`src/rtl/prog_counter_pkg.sv`:
```
// Shared types and constants for the programmable counter block.
package prog_counter_pkg;

   typedef enum logic {RUN = 1'b0, DONE = 1'b1} state_t;

   // Prescaler phase width; covers PRESCALE values up to 65535.
   localparam int PS_W = 16;

endpackage

```
`src/rtl/prog_counter_prescaler.sv`:
```
// Enable-gated prescaler: strobe is high on one of every PRESCALE enabled cycles.
module prog_counter_prescaler
   import prog_counter_pkg::*;
#(
   parameter int PRESCALE = 1
) (
   input  logic clk,
   input  logic rst,
   input  logic clr_phase,
   input  logic en,
   output logic strobe
);

   localparam logic [PS_W-1:0] LAST = PS_W'(PRESCALE - 1);

   logic [PS_W-1:0] phase;

   always_ff @(posedge clk or posedge rst) begin
      if (rst) begin
         phase <= '0;
      end else if (clr_phase) begin
         phase <= '0;
      end else if (en) begin
         phase <= (phase == LAST) ? '0 : phase + 1'b1;
      end
   end

   // The phase freezes with en low, so the strobe only fires on enabled cycles.
   assign strobe = en && (phase == LAST);

endmodule

```
`src/rtl/prog_counter.sv`:
```
// Programmable modulus counter with prescaler, one-shot/wrap modes and a terminal tick.
// Define PROG_COUNTER_UPDOWN_EN to add the dir port and down counting.
module prog_counter
   import prog_counter_pkg::*;
#(
   parameter int WIDTH    = 8,
   parameter int PRESCALE = 1
) (
   input  logic             clk,
   input  logic             rst,
   input  logic             clr,
   input  logic             en,
   input  logic             load,
   input  logic [WIDTH-1:0] load_val,
   input  logic [WIDTH-1:0] modulus,
   input  logic             one_shot,
`ifdef PROG_COUNTER_UPDOWN_EN
   input  logic             dir,
`endif
   output logic [WIDTH-1:0] q,
   output logic             tick,
   output logic             done
);

   state_t           state, state_nxt;
   logic [WIDTH-1:0] q_nxt;
   logic             tick_nxt;
   logic             strobe;
   logic             step;
   logic             terminal;
   logic             down;

`ifdef PROG_COUNTER_UPDOWN_EN
   assign down = dir;
`else
   assign down = 1'b0;
`endif

   function automatic logic [WIDTH-1:0] clamp(input logic [WIDTH-1:0] v,
                                              input logic [WIDTH-1:0] m);
      return (v > m) ? m : v;
   endfunction

   prog_counter_prescaler #(
      .PRESCALE (PRESCALE)
   ) u_prescaler (
      .clk       (clk),
      .rst       (rst),
      .clr_phase (clr | load),
      .en        (en),
      .strobe    (strobe)
   );

   assign step = strobe && (state == RUN);

   // ">=" so a modulus lowered below q still terminates on the next step.
   assign terminal = down ? (q == '0) : (q >= modulus);

   always_comb begin
      state_nxt = state;
      q_nxt     = q;
      tick_nxt  = 1'b0;
      if (clr) begin
         state_nxt = RUN;
         q_nxt     = '0;
      end else if (load) begin
         state_nxt = RUN;
         q_nxt     = clamp(load_val, modulus);
      end else if (step) begin
         if (terminal) begin
            tick_nxt = 1'b1;
            if (one_shot) begin
               state_nxt = DONE;
            end else begin
               q_nxt = down ? modulus : '0;
            end
         end else begin
            q_nxt = down ? q - 1'b1 : q + 1'b1;
         end
      end
   end

   always_ff @(posedge clk or posedge rst) begin
      if (rst) begin
         state <= RUN;
         q     <= '0;
         tick  <= 1'b0;
      end else begin
         state <= state_nxt;
         q     <= q_nxt;
         tick  <= tick_nxt;
      end
   end

   assign done = (state == DONE);

endmodule
```
`config.mk`:
```
export PLATFORM = sky130hd
export DESIGN_NAME = prog_counter
export DESIGN_NICKNAME = d
export VERILOG_FILES = /design/src/rtl/prog_counter_pkg.sv /design/src/rtl/prog_counter_prescaler.sv /design/src/rtl/prog_counter.sv
export SDC_FILE = /design/constraint.sdc
export NUM_CORES = 1
export LEC_CHECK = 0
export BUFFER_PORTS_ARGS = -buffer_cell sky130_fd_sc_hd__buf_2
export CORE_ASPECT_RATIO = 0.5
export CORE_MARGIN = 10
export CORE_UTILIZATION = 35
export CTS_CLUSTER_DIAMETER = 150
export DETAILED_ROUTE_END_ITERATION = 12
export MAX_ROUTING_LAYER = met4
export SETUP_SLACK_MARGIN = 0.4
export SYNTH_ARGS = -nofsm -noshare
export SYNTH_HDL_FRONTEND = slang
export SYNTH_SLANG_ARGS = --single-unit
```
`constraint.sdc`:
```
create_clock -name clk -period 4.4 [get_ports clk]
set_input_delay 0.22 -clock clk [delete_from_list [all_inputs] [get_ports clk]]
set_output_delay 0.22 -clock clk [all_outputs]
set_load 0.02 [all_outputs]
```
* Word level (Yosys, flattened, before mapping)
Cells that the tools add are included.
Word-level totals: bits in registers 26, bits of input ports 22, output and inout bits 10, word-level logic and storage cells 38
Operators by class: $add $sub $neg 2, $lt $le $gt $ge 2, eq/ne operators 1, mux-type cells 18, bitwise gates (word level) 2, reduce and logical (&&, ||, !) cells 9
Operators with widths (number):
- 2-to-1 mux 16 bit | 3
- 2-to-1 mux 8 bit | 6
- adder 16 x 1 -> 16 bit (second input constant) | 1
- zero test 16 bit | 1
- 2-to-1 mux 1 bit | 9
- nonzero test 3 bit | 3
- adder 8 x 1 -> 8 bit (second input constant) | 1
- greater-or-equal comparator 8 bit | 1
- > comparator 8 bit | 1
- inequality test 4 bit (second input constant) | 1
- AND reduction 3 bit | 1
- logical AND 1 bit | 2
- AND reduction 2 bit | 1
- nonzero test 2 bit | 1
- NOT 1 bit | 1
- bitwise OR 1 bit | 1

* Logic depth before layout (Yosys ltp)
word-level depth 6, mapped depth 11, gate-level depth less buffers 9

* Cells and area by module
A second synthesis with hierarchy kept.
Unflattened totals: cells, all modules 239, area, all modules 2064.5 µm²
By module, submodules not included:
- prog_counter | times used 1, cells each 135, area each 1137.3 µm², sequential area each 250.2 µm²
- prog_counter_prescaler | times used 1, cells each 104, area each 927.1 µm², sequential area each 400.4 µm²

* Worst setup path after synthesis
Ideal clock, no wire load.
path kind register to register, start point register q[0], end point register q[4], library setup time 0.077 ns, arrival 2.274 ns, data required time 4.323 ns, slack 2.050 ns, stages on the path, launching flop included 12, path buffers 2, period minus slack after synthesis 2.350 ns, path through dfrtp_1 inv_1 ha_1 nand2b_1 a211o_1 a21oi_1 o2111ai_1 o311a_1 buf_6 or2_0 buf_6 o21ai_1
On the way: cells in the longest elaborated chain, start to end 5, elaborated cells on any way between the ends 8, those cells by class 1 x add/sub; 1 x order compare; 1 x eq/ne; 4 x mux; 1 x reduce/logical
Ends and longest elaborated chain:
- start, declared | RTL line prog_counter.sv:20 | output logic [WIDTH-1:0] q,
- start signal, assigned | RTL line prog_counter.sv:90 | q <= q_nxt;
- adder 8 x 1 -> 8 bit / greater-or-equal comparator 8 bit (equally long branches) | RTL line prog_counter.sv:78, prog_counter.sv:57
- 2-to-1 mux 8 bit | RTL line prog_counter.sv:70 | if (terminal) begin
- 2-to-1 mux 8 bit | RTL line prog_counter.sv:69 | end else if (step) begin
- 2-to-1 mux 8 bit | RTL line prog_counter.sv:66 | end else if (load) begin
- 2-to-1 mux 8 bit | RTL line prog_counter.sv:63 | if (clr) begin
Parallel ways exist; a longest one is shown, timed or not. The select of a mux whose other input is x is not followed. A chain may end at the register's enable or synchronous reset.

* Worst setup path in the final report
start point register q[0], end point register q[7]
Same word-level chain as after synthesis.

==> results.py <==
metrics = {
    "pwr": {
        "clkPwrFrac_pct": 40.1,
        "p_total_uw": 648.1,
        "peakVddDrop_mv": 0.1771,
        "p_switching_uw": 168.0,
        "seqPwrFrac_pct": 39.7,
        "p_per_area_mw_per_mm2": 286.7,
        "internal_power_uw": 480.1,
        "combPwrFrac_pct": 20.2,
        "p_leak_nw": 1.057,
        "netSwitchingFraction_pct": 25.93,
    },
    "clocking": {
        "cts.clk_slew.worst_paths_ns": 0.07,
        "cts_tree": "built",
        "numCtsBuffers": 3,
        "cts_resized": 0,
        "clock_sinks": 26,
        "clk_latency_ns": 0.26,
        "htree_levels": 1,
        "clock_tree.root_cell": "clkbuf_16",
        "cts_setup_buffers": 0,
        "cts_hold_buf": 0,
        "clockBufferDepth": 2,
    },
    "drt": {
        "viasPerCell": 5.372,
        "first_pass_iters": 4,
        "wirelength_mm": 4.788,
        "wl_per_cell_um": 14.82,
        "num_vias": 1735,
        "drcViolationCount": 0,
        "drtIter0Drc": 83,
        "final_antenna_net_count": 0,
    },
    "floorplanning": {
        "die_w_um": 126.1,
        "core_sq_mm": 0.005468,
        "num_io_pins": 32,
        "rows": 19,
        "start_util_pct": 36.02,
        "dieArea_sq_mm": 0.009209,
        "die-height_um": 73.04,
    },
    "sta": {
        "timing.final.ws_setup_ns": 1.853,
        "fmax_mhz": 392.7,
        "finalSetupViolations": 0,
        "clock_skew_ns": 0.006047,
        "finalCritPeriodShare_pct": 57.88,
        "rsz0062_at_grt": "no",
        "relSlewSlack_pct": 34.61,
        "hold_viol": 0,
        "finalSetupTns_ns": 0,
        "slew_viol_final": 0,
        "period_needed_ns": 2.547,
        "worstMarginPinSlew_ns": 0.9798,
    },
    "synthesis": {
        "synth_edf_count": 0,
        "synth_most_common_cell": "dfrtp_1",
        "ys.flop_type": "dfrtp_1",
        "ys_types": 48,
        "syn_nets": 264,
        "synth_area_leaders": "dfrtp_1 (33%), ha_1 (12%), inv_1 (3.6%), xor2_1 (3.6%), mux2_2 (3.4%)",
        "synthArstFlopShare_pct": 100.0,
        "syn-instance-count": 223,
        "seq_area_frac_synth_pct": 33.04,
        "synthTopCellsByCount": "dfrtp_1 (26), ha_1 (19), inv_1 (19)",
        "netlist.top_cell.by_area": "dfrtp_1",
        "yosysTopAreaCellShare_pct": 33.04,
        "ys_seq_elements": 26,
        "synthesis.area_sq_mm": 0.001969,
        "syn_avg_cell_area_sq_um": 8.831,
        "ys_warn_count": 0,
    },
    "global_route": {
        "grt_pass1_vias": 1778,
        "grt_max_degree": 27,
        "grt_antenna_before_repair": 0,
        "grt_pass1_wl_mm": 8.204,
        "grt.overflow.total": 0,
        "track_usage_pct": 10.56,
    },
    "worst_setup_path": {
        "cp-end-kind": "flip-flop",
        "worstPathMaxFanout": 7,
        "worst-r2r-setup-slack_ns": 1.85,
        "timing.rr.start": "q[0]",
        "crit_chain": "inv_1 -> ha_1 -> nand2b_1 -> a211o_1 -> a21oi_1 -> o21bai_1 -> nor2_1 -> a21oi_1 -> o32ai_1",
        "arrival_ns": 2.69,
        "crit_required_ns": 4.54,
        "critPathMaxStageDelay_ns": 0.41,
        "worstSetupPathType": "reg -> reg",
        "r2r.worst_path.cells": 9,
        "cp_slowest_cell": "dfrtp_1",
        "worstSetupStartpointType": "flip-flop",
        "r2r-end": "q[7]",
        "path_common_cell": "a21oi_1",
    },
    "status": {
        "outcome": "finished clean",
    },
    "cells_and_area": {
        "drive_above_1_share_pct": 18.80,
        "design_area_sq_mm": 0.002261,
        "post-route-util_pct": 41.35,
        "n_antenna_cell": 0,
        "area_growth_pct": 14.80,
        "fin_nets": 292,
    },
    "flow_run": {
        "cap_violations": 0,
    },
    "placement": {
        "dpl.hpwl_mm": 3.749,
        "place_area_sq_mm": 0.002156,
        "place.gp.congestion": 0.8410,
        "place_ws_ns": 1.850,
        "io_buffers": 31,
    },
    "min_path": {
        "hp-class": "in -> async",
    },
}
-- cells in the final DEF (no fill, tap or decap), drive strengths merged, types with 2 or more instances in the layout --
master  count
ha         19
mux2        6
a31oi       2
nand4       3
nor3        6
nor2       17
buf        31
and4        5
o32ai       2
inv        19
and3        8
nand2      17
a21oi      11
xnor2       2
a32oi       3
nand3       7
nand2b      2
dfrtp      26
xor2        8
o22ai       3
o21ai      19
o31ai       2
nor4        6
nand3b      3
nor3b       2
clkbuf      3
-- power by group through the flow --
stage / Combinational (mW) / Sequential, mW / Clock, mW
final: 0.131 / 0.257 / 0.260
after global routing: 0.149 / 0.259 / 0.279
after detailed placement: 0.132 / 0.262 / 0
after global placement: 0.130 / 0.261 / 0
after CTS: 0.133 / 0.257 / 0.269
after floorplan: 0.0825 / 0.269 / 0
-- state kept, by name, summed over array words and instances (netlist names) --
register and cells:
u_prescaler.phase 16, q 8, done 1, tick 1
-- stage by stage --
step	cells	hold slack, ns
global route	323	0.2701
floorplan	223	0.2600
finish	323	0.1796
global placement	319	0.5055
detailed placement	319	0.4972
CTS	323	0.2171
-- layer usage --
| layer | routed length, um | global-route usage (%) |
|---|---|---|
| met5 | 0 | - |
| met4 | 60 | 3.388 |
| met3 | 135 | 1.813 |
| met2 | 2291 | 18.03 |
| met1 | 2300 | 12.52 |
-- final cells by class --
| type | instances | area [sq um] |
|---|---|---|
| Tap cell | 73 | 91.34 |
| Clock inverter | 1 | 30.03 |
| Clock buffer | 3 | 75.07 |
| Sequential cell | 26 | 650.6 |
| Multi-Input combinational cell | 170 | 1187 |
| Timing Repair Buffer | 31 | 155.1 |
| Fill cell | 551 | 3207 |
| Inverter | 19 | 71.32 |
-- how the worst max path moves through the flow --
| stage | end | start | slack [ns] | cells past startpoint |
|---|---|---|---|---|
| after floorplan | q[4] | q[0] | 2.05 | 11 |
| after global placement | q[1] | q[0] | 2.02 | 9 |
| after detailed placement | q[7] | q[0] | 1.85 | 9 |
| after CTS | q[7] | q[0] | 1.84 | 9 |
| after global routing | q[7] | q[0] | 1.65 | 9 |
| final | q[7] | q[0] | 1.85 | 9 |
-- kinds of logic (layout without fill, tap and decap cells) --
logic type / count (synthesis) / in the layout / share of synthesized area (%)
adders and majority gates: 19 / 19 / 12.07
buffers and inverters: 27 / 54 / 6.671
xor gates and xnor gates: 10 / 10 / 4.448
muxes: 6 / 6 / 3.431
AOI/OAI and AO/OA: 57 / 57 / 18.87
DFF: 26 / 26 / 33.04
and+or+nand+nor: 78 / 78 / 21.47
-- critical path: cells and delay by family, from the launching register on --
kind            cells  cell delay (ns)
compound gates      5             1.15
fa+ha+maj           1             0.23
buf+inv             1             0.11
flops               1             0.41
simple gates        2             0.52
Power figures use the tool's default switching activity.
